File: config.mk
export PLATFORM = sky130hd
export DESIGN_NAME = seg_capture
export DESIGN_NICKNAME = d
export VERILOG_FILES = /design/src/rtl/seg_pkg.sv /design/src/rtl/seg_decode.sv /design/src/rtl/seg_capture.sv
export SDC_FILE = /design/constraint.sdc
export NUM_CORES = 1
export LEC_CHECK = 0
export ABC_AREA = 1
export CAP_MARGIN = 20
export CORE_ASPECT_RATIO = 0.8
export CORE_MARGIN = 3
export CORE_UTILIZATION = 55
export DETAILED_ROUTE_END_ITERATION = 7
export PLACE_DENSITY = 0.8
export SYNTH_ARGS = -nofsm -noshare
export SYNTH_HDL_FRONTEND = slang
export SYNTH_SLANG_ARGS = --single-unit
File: constraint.sdc
create_clock -name clk -period 8.5 [get_ports clk]
set_input_delay 1.275 -clock clk [delete_from_list [all_inputs] [get_ports clk]]
set_output_delay 1.275 -clock clk [all_outputs]
set_load 0.05 [all_outputs]
File: src/rtl/seg_pkg.sv
// Shared definitions for the seven-segment capture path: hex segment table,
// pattern/select typedefs and the blank pattern.
package seg_pkg;

  typedef logic [7:0] seg_pattern_t;
  typedef logic [7:0] digit_sel_t;

  localparam seg_pattern_t SEG_BLANK  = 8'hFF;
  localparam int unsigned  NumDigits  = 8;

  // Active-low segments, dp off, digits 0..F
  localparam seg_pattern_t SEG_HEX [16] = '{
    8'hC0, 8'hF9, 8'hA4, 8'hB0, 8'h99, 8'h92, 8'h82, 8'hF8,
    8'h80, 8'h90, 8'h88, 8'h83, 8'hC6, 8'hA1, 8'h86, 8'h8E
  };

  // True when exactly one active-low enable is asserted
  function automatic logic sel_is_single(digit_sel_t sel);
    return $onehot(~sel);
  endfunction

endpackage

File: src/rtl/seg_decode.sv
// Combinational segment-pattern to hex-nibble lookup; the dp bit is ignored.
module seg_decode
  import seg_pkg::*;
(
  input  seg_pattern_t i_pattern,
  output logic         o_valid,
  output logic [3:0]   o_nibble
);

  seg_pattern_t w_masked;

  assign w_masked = i_pattern | 8'h80;

  always_comb begin
    o_valid  = 1'b0;
    o_nibble = 4'd0;
    for (int k = 0; k < 16; k++) begin
      if (w_masked == SEG_HEX[k]) begin
        o_valid  = 1'b1;
        o_nibble = 4'(k);
      end
    end
  end

endmodule

File: src/rtl/seg_capture.sv
// Reconstructs the 32-bit hex word shown on a multiplexed 8-digit display bus.
// Optional dp capture is enabled by defining SEG_CAPTURE_DP_EN.
module seg_capture
  import seg_pkg::*;
#(
  parameter int unsigned SETTLE = 2
) (
  input  logic         clk,
  input  logic         clr,
  input  logic         sample_en,
  input  logic [7:0]   display_data,
  input  logic [7:0]   display_en,
  output logic [31:0]  datas,
  output logic [7:0]   dp,
  output logic         frame_valid,
  output logic         changed,
  output logic         err_pattern,
  output logic         err_enable
);

  localparam logic [3:0] SettleCnt = 4'(SETTLE);

  logic [31:0]   r_datas;
  logic [31:0]   r_shadow;
  logic [7:0]    r_seen;
  logic [3:0]    r_cnt;
  digit_sel_t    r_prev_en;
  seg_pattern_t  r_prev_data;
  logic          r_frame_valid;
  logic          r_changed;
  logic          r_err_pattern;
  logic          r_err_enable;

  seg_pattern_t  w_key;
  logic          w_blank;
  logic          w_single;
  logic          w_run;
  logic [3:0]    w_cnt_next;
  logic          w_accept;
  logic          w_dec_valid;
  logic [3:0]    w_dec_nibble;
  logic          w_slot_we;
  logic [7:0]    w_seen_next;
  logic [31:0]   w_shadow_next;
  logic          w_complete;

`ifdef SEG_CAPTURE_DP_EN
  assign w_key = display_data;
`else
  // dp is forced off so it never breaks a settle run
  assign w_key = display_data | 8'h80;
`endif

  assign w_blank  = (display_en == SEG_BLANK);
  assign w_single = sel_is_single(display_en);
  assign w_run    = (display_en == r_prev_en) && (w_key == r_prev_data);

  always_comb begin
    w_cnt_next = 4'd1;
    if (w_run) begin
      w_cnt_next = (r_cnt == SettleCnt) ? r_cnt : r_cnt + 4'd1;
    end
  end

  // A saturated run that keeps repeating must not re-accept
  assign w_accept = sample_en && w_single && (w_cnt_next == SettleCnt) &&
                    !(w_run && (r_cnt == SettleCnt));

  seg_decode u_decode (
    .i_pattern (display_data),
    .o_valid   (w_dec_valid),
    .o_nibble  (w_dec_nibble)
  );

  assign w_slot_we   = w_accept && w_dec_valid;
  assign w_seen_next = r_seen | (w_slot_we ? ~display_en : 8'h00);
  assign w_complete  = w_slot_we && (w_seen_next == 8'hFF);

  always_comb begin
    w_shadow_next = r_shadow;
    for (int i = 0; i < NumDigits; i++) begin
      if (w_slot_we && !display_en[i]) begin
        w_shadow_next[4*i +: 4] = w_dec_nibble;
      end
    end
  end

  always_ff @(posedge clk) begin
    if (clr) begin
      r_datas       <= '0;
      r_shadow      <= '0;
      r_seen        <= '0;
      r_cnt         <= '0;
      r_prev_en     <= SEG_BLANK;
      r_prev_data   <= SEG_BLANK;
      r_frame_valid <= 1'b0;
      r_changed     <= 1'b0;
      r_err_pattern <= 1'b0;
      r_err_enable  <= 1'b0;
    end else begin
      r_frame_valid <= 1'b0;
      r_changed     <= 1'b0;
      if (sample_en) begin
        r_prev_en   <= display_en;
        r_prev_data <= w_key;
        r_cnt       <= w_single ? w_cnt_next : 4'd0;
        r_shadow    <= w_shadow_next;
        if (!w_blank && !w_single) begin
          r_err_enable <= 1'b1;
        end
        if (w_accept && !w_dec_valid) begin
          r_err_pattern <= 1'b1;
        end
        if (w_complete) begin
          r_datas       <= w_shadow_next;
          r_frame_valid <= 1'b1;
          r_changed     <= (w_shadow_next != r_datas);
          r_seen        <= '0;
        end else begin
          r_seen <= w_seen_next;
        end
      end
    end
  end

`ifdef SEG_CAPTURE_DP_EN
  logic [7:0] r_dp_shadow;
  logic [7:0] r_dp;
  logic [7:0] w_dp_shadow_next;

  always_comb begin
    w_dp_shadow_next = r_dp_shadow;
    for (int i = 0; i < NumDigits; i++) begin
      if (w_slot_we && !display_en[i]) begin
        w_dp_shadow_next[i] = ~display_data[7];
      end
    end
  end

  always_ff @(posedge clk) begin
    if (clr) begin
      r_dp_shadow <= '0;
      r_dp        <= '0;
    end else if (sample_en) begin
      r_dp_shadow <= w_dp_shadow_next;
      if (w_complete) begin
        r_dp <= w_dp_shadow_next;
      end
    end
  end

  assign dp = r_dp;
`else
  assign dp = 8'h00;
`endif

  assign datas       = r_datas;
  assign frame_valid = r_frame_valid;
  assign changed     = r_changed;
  assign err_pattern = r_err_pattern;
  assign err_enable  = r_err_enable;

endmodule

==> metrics.sh, run 1 <==
MIN-DELAY-PATH-CLASS='flop to flop'
CRITPATHBUFINV=4
SLOWEST_CELL_DELAY_ON_CRITICAL_PATH_NS=0.59
FMAX_MHz=152
PATH_CELLS='clkdlybuf4s50_1, fa_1, fa_1, fa_1, inv_1, ha_1, inv_1, fa_1, nand2_1, nor2_1, nand3_1, nor2_1, nand3_2, nor2_2, nand2_2, nor2_8, o211ai_1, nor3_2, nor2_2, inv_2, o22ai_1'
GRT_MAX_DEGREE=53
NUMBER_OF_SINKS_ON_THE_CLOCK_NET=95
DRT-PASS1-ITER-COUNT=5
CTSHTREEMAXLEVEL=3
CLK_ROOT_BUFFER_CELL='sky130_fd_sc_hd__clkbuf_16'
FINAL_NET_COUNT=845
POST_CTS_BUFFERS=0
RESULT_OF_THE_RUN='finished clean'
N_ANTENNA_CELL=0
GP_CONGESTION=0.898
SYN2LAYOUT_AREA_GROWTH_PCT=16.4
CAP_VIOL_MAX_COUNT=0
DP.FINAL_HPWL_UM=9160
GROUTE.USAGE.OVERALL_PCT=25.6
SETUP.WORST_PATH.START_CLASS='input pin'
SYN_AREA_SQ_MM=0.00513
PORTS_PLACED_ON_THE_BOUNDARY=63
GRT_PASS1_WL_UM=22000
VDD_IR_DROP_MAX_mV=0.149
RR_WORST_DEPTH=15
ROUTEDWLPERCELL_UM=14.2
POWER.TOTAL_W=0.00102
POST_ROUTE_CELLS_DRIVE_ABOVE_1_SHARE_PCT=6.70
CATEGORY_OF_THE_WORST_SETUP_PATH_CAPTURE_POINT='flop'
RSZ_0062_RAISED_AFTER_GLOBAL_ROUTING='false'
MIN_PATH_CELLS=2
OVERFLOW=0
WORSTSETUPPATHTYPE='input pin to flop'
SETUP-TNS-FINAL_NS=0
YOSYS_WARNINGS=0
CP_NUM_CELLS=21
PLACEMENT_ROWS=30
CELLPOWERDENSITY_mW_PER_MM2=171
FIN_CRIT_NS=6.59
CLK_PIN_SLEW_NS=0.06
WORST_EP_REQUIRED_TIME_NS=8.69
GRT_ANTENNA_BEFORE_REPAIR=0
FLOORPLAN.DIE.WIDTH_UM=114
ANTENNA_LEFT=0
TRITONCTS='done'
WORSTMARGINPINSLEW_NS=1.08
PLACED_CELLS_INCL_TAPS=917
MAX-SLEW-MARGIN-REL_PCT=27.7
CTS_BUFFERS=9
FINALHOLDWORSTSLACK_NS=0.467
TIMING_HOLD_VIOLATIONS_FINAL=0
CRITICAL_PATH.SLOWEST_CELL='sky130_fd_sc_hd__clkdlybuf4s50_1'
CORE_AREA_SQ_MM=0.00878
TIMING.FINAL.WS_SETUP_NS=1.91
POSTSYNTHREGISTERBITS=95
FLOORPLAN.DIE.HEIGHT_UM=92.4
PRECTSSETUPSLACK_NS=1.66
DETAIL_ROUTE.WIRELENGTH_UM=13200
INSERTION_DELAY_NS=0.34
INITIAL_UTILIZATION_PCT=58.4
CRIT_PATH_FREQUENT_CELL='sky130_fd_sc_hd__fa_1'
VIAS=5098
POWER.LEAKAGE_nW=2.71
DRC=0
GRT_PASS1_VIAS=4895
VIAS_PER_CELL=5.46
NETLIST-CELL-TYPE-COUNT=36
HOLD_BUFFERS=0
SETUP_VIOL=0
CTS_BUFFER_DEPTH=2
SYN_INST=773
DETAILEDROUTE.FIRSTITERATIONVIOLATIONS=472
CTS_REPAIR_RESIZE_COUNT=0
DRV_SLEW=0
FLOORPLAN.DIE_AREA_SQ_MM=0.0105
FINAL.PERIOD_UTILIZATION_PCT=77.5
CLOCK-SKEW-FINAL_NS=0.00595
SYNTH.AVG_CELL_AREA_SQ_UM=6.64
CRIT_FAMILY='adder cells'
WORST-ENDPOINT-ARRIVAL_NS=6.79
CRIT_PATH_MAX_FANOUT=34
FINAL_CELLS=933
PORT_BUFFERS=53
SYNTH-SEQ-AREA-SHARE_PCT=37.1
-- state kept, by name (all words and copies together) (netlist names) --
signal	flops
r_shadow	32
datas	32
frame_valid	1
err_pattern	1
r_prev_en	8
r_cnt	4
changed	1
r_prev_data	7
r_seen	8
err_enable	1
-- synthesized netlist by cell type, drive strengths merged --
library cell	count	area share [%]
ha	6	1.5
nor4	3	0.37
clkinv	2	0.15
a21oi	24	2.5
nand3	75	8.0
dfxtp	95	37
inv	106	7.8
o211ai	4	0.59
xnor2	1	0.17
nor3b	1	0.15
fa	4	1.6
o21ai	28	2.7
nand4	9	1.1
nand3b	12	1.8
a31oi	1	0.12
nor2	108	8.5
nand2	234	17
buf	19	3.1
o21a	1	0.15
xor2	1	0.17
clkbuf	10	0.73
conb	1	0.073
nor3	5	0.59
o22ai	23	4.0
-- final timing paths --
kind          endpoint            from  slack, ns
max          datas[30]   display_en[1]       1.91
min           r_cnt[3]        r_cnt[3]       0.47
max reg2reg  datas[30]  r_prev_data[5]       5.18
min reg2reg   r_cnt[3]        r_cnt[3]       0.47
-- through the flow --
step,utilization (%),instance area (sq um)
floorplan,-,5160
global placement,64.1,5630
detailed placement,64.1,5630
CTS,68.0,5970
global route,68.0,5970
finish,68.0,5970
-- final cells by class --
type / instances / area (sq um)
flip-flops and latches: 95 / 1900
repair buffers: 54 / 533
inverters: 108 / 405
multi-input cells: 548 / 2650
well taps: 112 / 140
fillers: 728 / 2810
clock inverters: 3 / 90.1
clock buffers: 13 / 250
-- cell usage in the layout, fill, tap and decap left out, types with 7 or more instances in the layout --
cell	instances
sky130_fd_sc_hd__dfxtp_1	95
sky130_fd_sc_hd__o22ai_2	10
sky130_fd_sc_hd__o21ai_1	7
sky130_fd_sc_hd__nand2_1	232
sky130_fd_sc_hd__o22ai_1	13
sky130_fd_sc_hd__nand3_2	7
sky130_fd_sc_hd__nand3_1	68
sky130_fd_sc_hd__inv_2	13
sky130_fd_sc_hd__nor2_1	103
sky130_fd_sc_hd__conb_1	8
sky130_fd_sc_hd__nand4_1	9
sky130_fd_sc_hd__o21ai_0	21
sky130_fd_sc_hd__clkbuf_16	9
sky130_fd_sc_hd__nand3b_1	12
sky130_fd_sc_hd__inv_1	93
sky130_fd_sc_hd__clkdlybuf4s50_1	52
sky130_fd_sc_hd__a21oi_1	22
-- metal layers --
layer / GRT usage (%) / wire length [um]
met1: 32.4 / 5820
met2: 42.8 / 6250
met3: 5.36 / 949
met4: 9.50 / 208
met5: 0 / 0
-- report_power, final --
group	total, W	switching [W]	internal, W
combinational	0.000103	0.0000721	0.0000311
sequential	0.000455	0.00000389	0.000451
clock	0.000464	0.000168	0.000296
total	0.00102	0.000244	0.000779
-- cell families (layout without fill, tap and decap cells) --
group | count (synthesis) | in the layout | share of synthesized area (%)
AOI/OAI and AO/OA | 81 | 81 | 10.1
xor gates and xnor gates | 2 | 2 | 0.341
adders and majority gates | 10 | 10 | 3.02
buffers and inverters | 137 | 178 | 11.8
DFF | 95 | 95 | 37.1
other | 1 | 8 | 0.0731
and+or+nand+nor | 447 | 447 | 37.7
-- worst min-delay path, stage by stage (launching register included) --
cell and delay (ns):
sky130_fd_sc_hd__dfxtp_1 0.31, sky130_fd_sc_hd__nand2_1 0.06, sky130_fd_sc_hd__a21oi_1 0.05
Power figures use the tool's default switching activity.
==> inputs of run 2 (changes only) <==
==> constraint.sdc (replaced) <==
create_clock -name clk -period 6.25 [get_ports clk]
set_input_delay 0.9375 -clock clk [delete_from_list [all_inputs] [get_ports clk]]
set_output_delay 0.9375 -clock clk [all_outputs]
set_load 0.05 [all_outputs]
==> run 2 against run 1 <==
  * Power rose by 29%
  * Via count fell by 1.5%
  * Worst hold slack improved by 0.0043 ns
  * Die area did not move
  * Final area rose by 0.61%
  * Global-route usage fell by 0.14 points
  * Sequential share of layout area fell by 0.19 points
  * Non-clock buffer count rose by 4
  * Clock power rose by 22%
  * Register-to-register slack got worse by 1.8 ns
  * Critical path depth rose by 1
  * Clock-buffer cell count fell by 2
==> metrics.sh, run 2 (synthesis results as in run 1) <==
MIN-DELAY-PATH-CLASS='flop to flop'  # unchanged
DRT-PASS1-ITER-COUNT=6  # was 5
GRT_PASS1_WL_UM=22000  # about the same
CRIT_FAMILY='adder cells'  # unchanged
OVERFLOW=0  # unchanged
CTSHTREEMAXLEVEL=3  # unchanged
RR_WORST_DEPTH=16  # was 15
VIAS_PER_CELL=5.36  # was 5.46
CLK_PIN_SLEW_NS=0.07  # was 0.06 ns
PLACEMENT_ROWS=30  # unchanged
MOST_COMMON_CELL_AFTER_LAYOUT_FILL_AND_TAPS_ASIDE='sky130_fd_sc_hd__nand2_1'  # unchanged
VIAS=5024  # was 5,098
SETUP.WORST_PATH.START_CLASS='input pin'  # unchanged
POWER.LEAKAGE_nW=2.73  # was 2.71 nW
DP.FINAL_HPWL_UM=9160  # about the same
FIN_CRIT_NS=5.74
DRV_SLEW=0  # unchanged
FLOORPLAN.DIE.HEIGHT_UM=92.4  # unchanged
RSZ_0062_RAISED_AFTER_GLOBAL_ROUTING='false'  # unchanged
LAYOUT.CELLS.MOST_COMMON_LIST='232 x sky130_fd_sc_hd__nand2_1, 103 x sky130_fd_sc_hd__nor2_1, 95 x sky130_fd_sc_hd__dfxtp_1'  # unchanged
FLOORPLAN.DIE_AREA_SQ_MM=0.0105  # unchanged
MAX-SLEW-MARGIN-REL_PCT=25.5  # was 27.7%
GRT_ANTENNA_BEFORE_REPAIR=0  # unchanged
REG2REG_SLACK_NS=3.42  # was 5.18 ns
CORE_AREA_SQ_MM=0.00878  # unchanged
DETAIL_ROUTE.WIRELENGTH_UM=12800  # was 13,200 um
FINAL.PERIOD_UTILIZATION_PCT=91.8
SLOWEST_CELL_DELAY_ON_CRITICAL_PATH_NS=0.60  # was 0.59 ns
CTS_REPAIR_RESIZE_COUNT=0  # unchanged
POST_ROUTE_CELLS_DRIVE_ABOVE_1_SHARE_PCT=7.52  # was 6.70%
INITIAL_UTILIZATION_PCT=58.4  # unchanged
DETAILEDROUTE.FIRSTITERATIONVIOLATIONS=424  # was 472
WORSTMARGINPINSLEW_NS=1.12  # was 1.08 ns
RESULT_OF_THE_RUN='finished clean'  # unchanged
WORSTSETUPPATHTYPE='input pin to flop'  # unchanged
CTS_BUFFER_DEPTH=2  # unchanged
FILLER_CELL_COUNT=751  # was 728
CTS_BUFFERS=9  # unchanged
FINAL_NET_COUNT=849  # was 845
CRITPATHBUFINV=5  # was 4
CRITICAL_REGISTER_TO_REGISTER_PATH_STARTPOINT='r_prev_data[5]'  # unchanged
TOP_USAGE_LAYER='met2'  # unchanged
GRT_MAX_DEGREE=53  # unchanged
SETUP_VIOL=0  # unchanged
CATEGORY_OF_THE_WORST_SETUP_PATH_CAPTURE_POINT='flop'  # unchanged
WORST-ENDPOINT-ARRIVAL_NS=5.94  # was 6.79 ns
CAP_VIOL_MAX_COUNT=0  # unchanged
GRT_PASS1_VIAS=4810  # was 4,895
CRIT_PATH_MAX_FANOUT=29  # was 34
PORTS_PLACED_ON_THE_BOUNDARY=63  # unchanged
INSERTION_DELAY_NS=0.34  # about the same
HOLD_BUFFERS=0  # unchanged
ANTENNA_LEFT=0  # unchanged
USE_MET3_PCT=6.34  # was 5.36%
SETUP-TNS-FINAL_NS=0  # unchanged
CLK_ROOT_BUFFER_CELL='sky130_fd_sc_hd__clkbuf_16'  # unchanged
CELLPOWERDENSITY_mW_PER_MM2=220  # was 171 mW/mm^2
GROUTE.USAGE.OVERALL_PCT=25.4  # was 25.6%
GP_CONGESTION=0.895  # was 0.898
TIMING_HOLD_VIOLATIONS_FINAL=0  # unchanged
CRITICAL_PATH.SLOWEST_CELL='sky130_fd_sc_hd__clkdlybuf4s50_1'  # unchanged
GRT.MET1_USAGE_PCT=34.4  # was 32.4%
NUMBER_OF_SINKS_ON_THE_CLOCK_NET=95  # unchanged
ROUTEDWLPERCELL_UM=13.7  # was 14.2 um
VDD_IR_DROP_MAX_mV=0.211  # was 0.149 mV
WORST_EP_REQUIRED_TIME_NS=6.46  # was 8.69 ns
SYN2LAYOUT_AREA_GROWTH_PCT=17.1  # was 16.4%
HP-START='err_enable'  # was r_cnt[3]
FMAX_MHz=174
PATH_CELLS='clkdlybuf4s50_1, fa_1, fa_1, fa_1, inv_1, ha_1, inv_1, fa_1, nand2_1, nor2_1, nand3_1, nor2_1, nand3_2, nor2_2, nand2_2, nor2_8, a21oi_2, nor3_2, nor2_2, inv_2, buf_12, o22ai_1'  # was clkdlybuf4s50_1, fa_1, fa_1, fa_1, inv_1, ha_1, inv_1, fa_1, nand2_1, nor2_1, nand3_1, nor2_1, nand3_2, nor2_2, nand2_2, nor2_8, o211ai_1, nor3_2, nor2_2, inv_2, o22ai_1
HOLD-PATH-ENDPOINT='err_enable'  # was r_cnt[3]
TRITONCTS='done'  # unchanged
N_ANTENNA_CELL=0  # unchanged
PORT_BUFFERS=53  # unchanged
WORSTREG2REGEND='datas[12]'  # was datas[30]
POST_CTS_BUFFERS=0  # unchanged
CRIT_PATH_FREQUENT_CELL='sky130_fd_sc_hd__fa_1'  # unchanged
DRC=0  # unchanged
POWER.TOTAL_W=0.00132  # was 0.00102 W
CLOCK-SKEW-FINAL_NS=0.00653  # was 0.00595 ns
FLOORPLAN.DIE.WIDTH_UM=114  # unchanged
GRTUSAGEMET2_PCT=40.7  # was 42.8%
MIN_PATH_CELLS=2  # unchanged
==> run 2: worst max-delay path by stage <==
stage               slack, ns  depth (start not counted)          start   endpoint
finish                   0.51                         22  display_en[1]  datas[12]
global placement         0.27                         22  display_en[0]  datas[24]
CTS                      0.53                         22  display_en[1]  datas[12]
detailed placement       0.18                         22  display_en[1]  datas[30]
floorplan                1.43                         22  display_en[0]  datas[31]
global route             0.11                         27  display_en[1]    changed
==> run 2: tightest hold or removal path, cell delays in order, from the launching register on <==
cell                      delay [ns]
sky130_fd_sc_hd__dfxtp_1        0.33
sky130_fd_sc_hd__a31oi_1        0.04
sky130_fd_sc_hd__nor2_1         0.07
==> run 2: per-stage QoR <==
stage	cell area (sq um)	instances	util [%]	hold WS, ns	setup WS, ns
after floorplan	5160	780	-	0.445	1.43
after global placement	5700	921	64.9	0.456	0.269
after detailed placement	5700	921	64.9	0.462	0.183
after CTS	6010	937	68.4	0.477	0.534
after global routing	6010	937	68.4	0.497	0.108
final	6010	937	68.4	0.472	0.514
==> run 2: power by group <==
part | internal [W] | switching [W] | leakage (nW)
combinational | 0.0000440 | 0.0000968 | 1.81
clock | 0.000331 | 0.000233 | 0.152
sequential | 0.000614 | 0.00000491 | 0.769
==> run 2: area by class of cell <==
| class | count | area, sq um | area share (%) |
|---|---|---|---|
| Clock buffer | 11 | 253 | 4.20 |
| Clock inverter | 5 | 56.3 | 0.937 |
| Inverter | 108 | 405 | 6.74 |
| Multi-Input combinational cell | 548 | 2650 | 44.2 |
| Sequential cell | 95 | 1900 | 31.6 |
| Tap cell | 112 | 140 | 2.33 |
| Timing Repair Buffer | 58 | 601 | 9.99 |
==> run 2: layer usage <==
| layer | vias to the layer above | wire length (um) |
|---|---|---|
| met2 | 207 | 5930 |
| met3 | 22 | 1070 |
| met5 | - | 0 |
| li1 | 2526 | - |
| met1 | 2269 | 5620 |
| met4 | 0 | 180 |
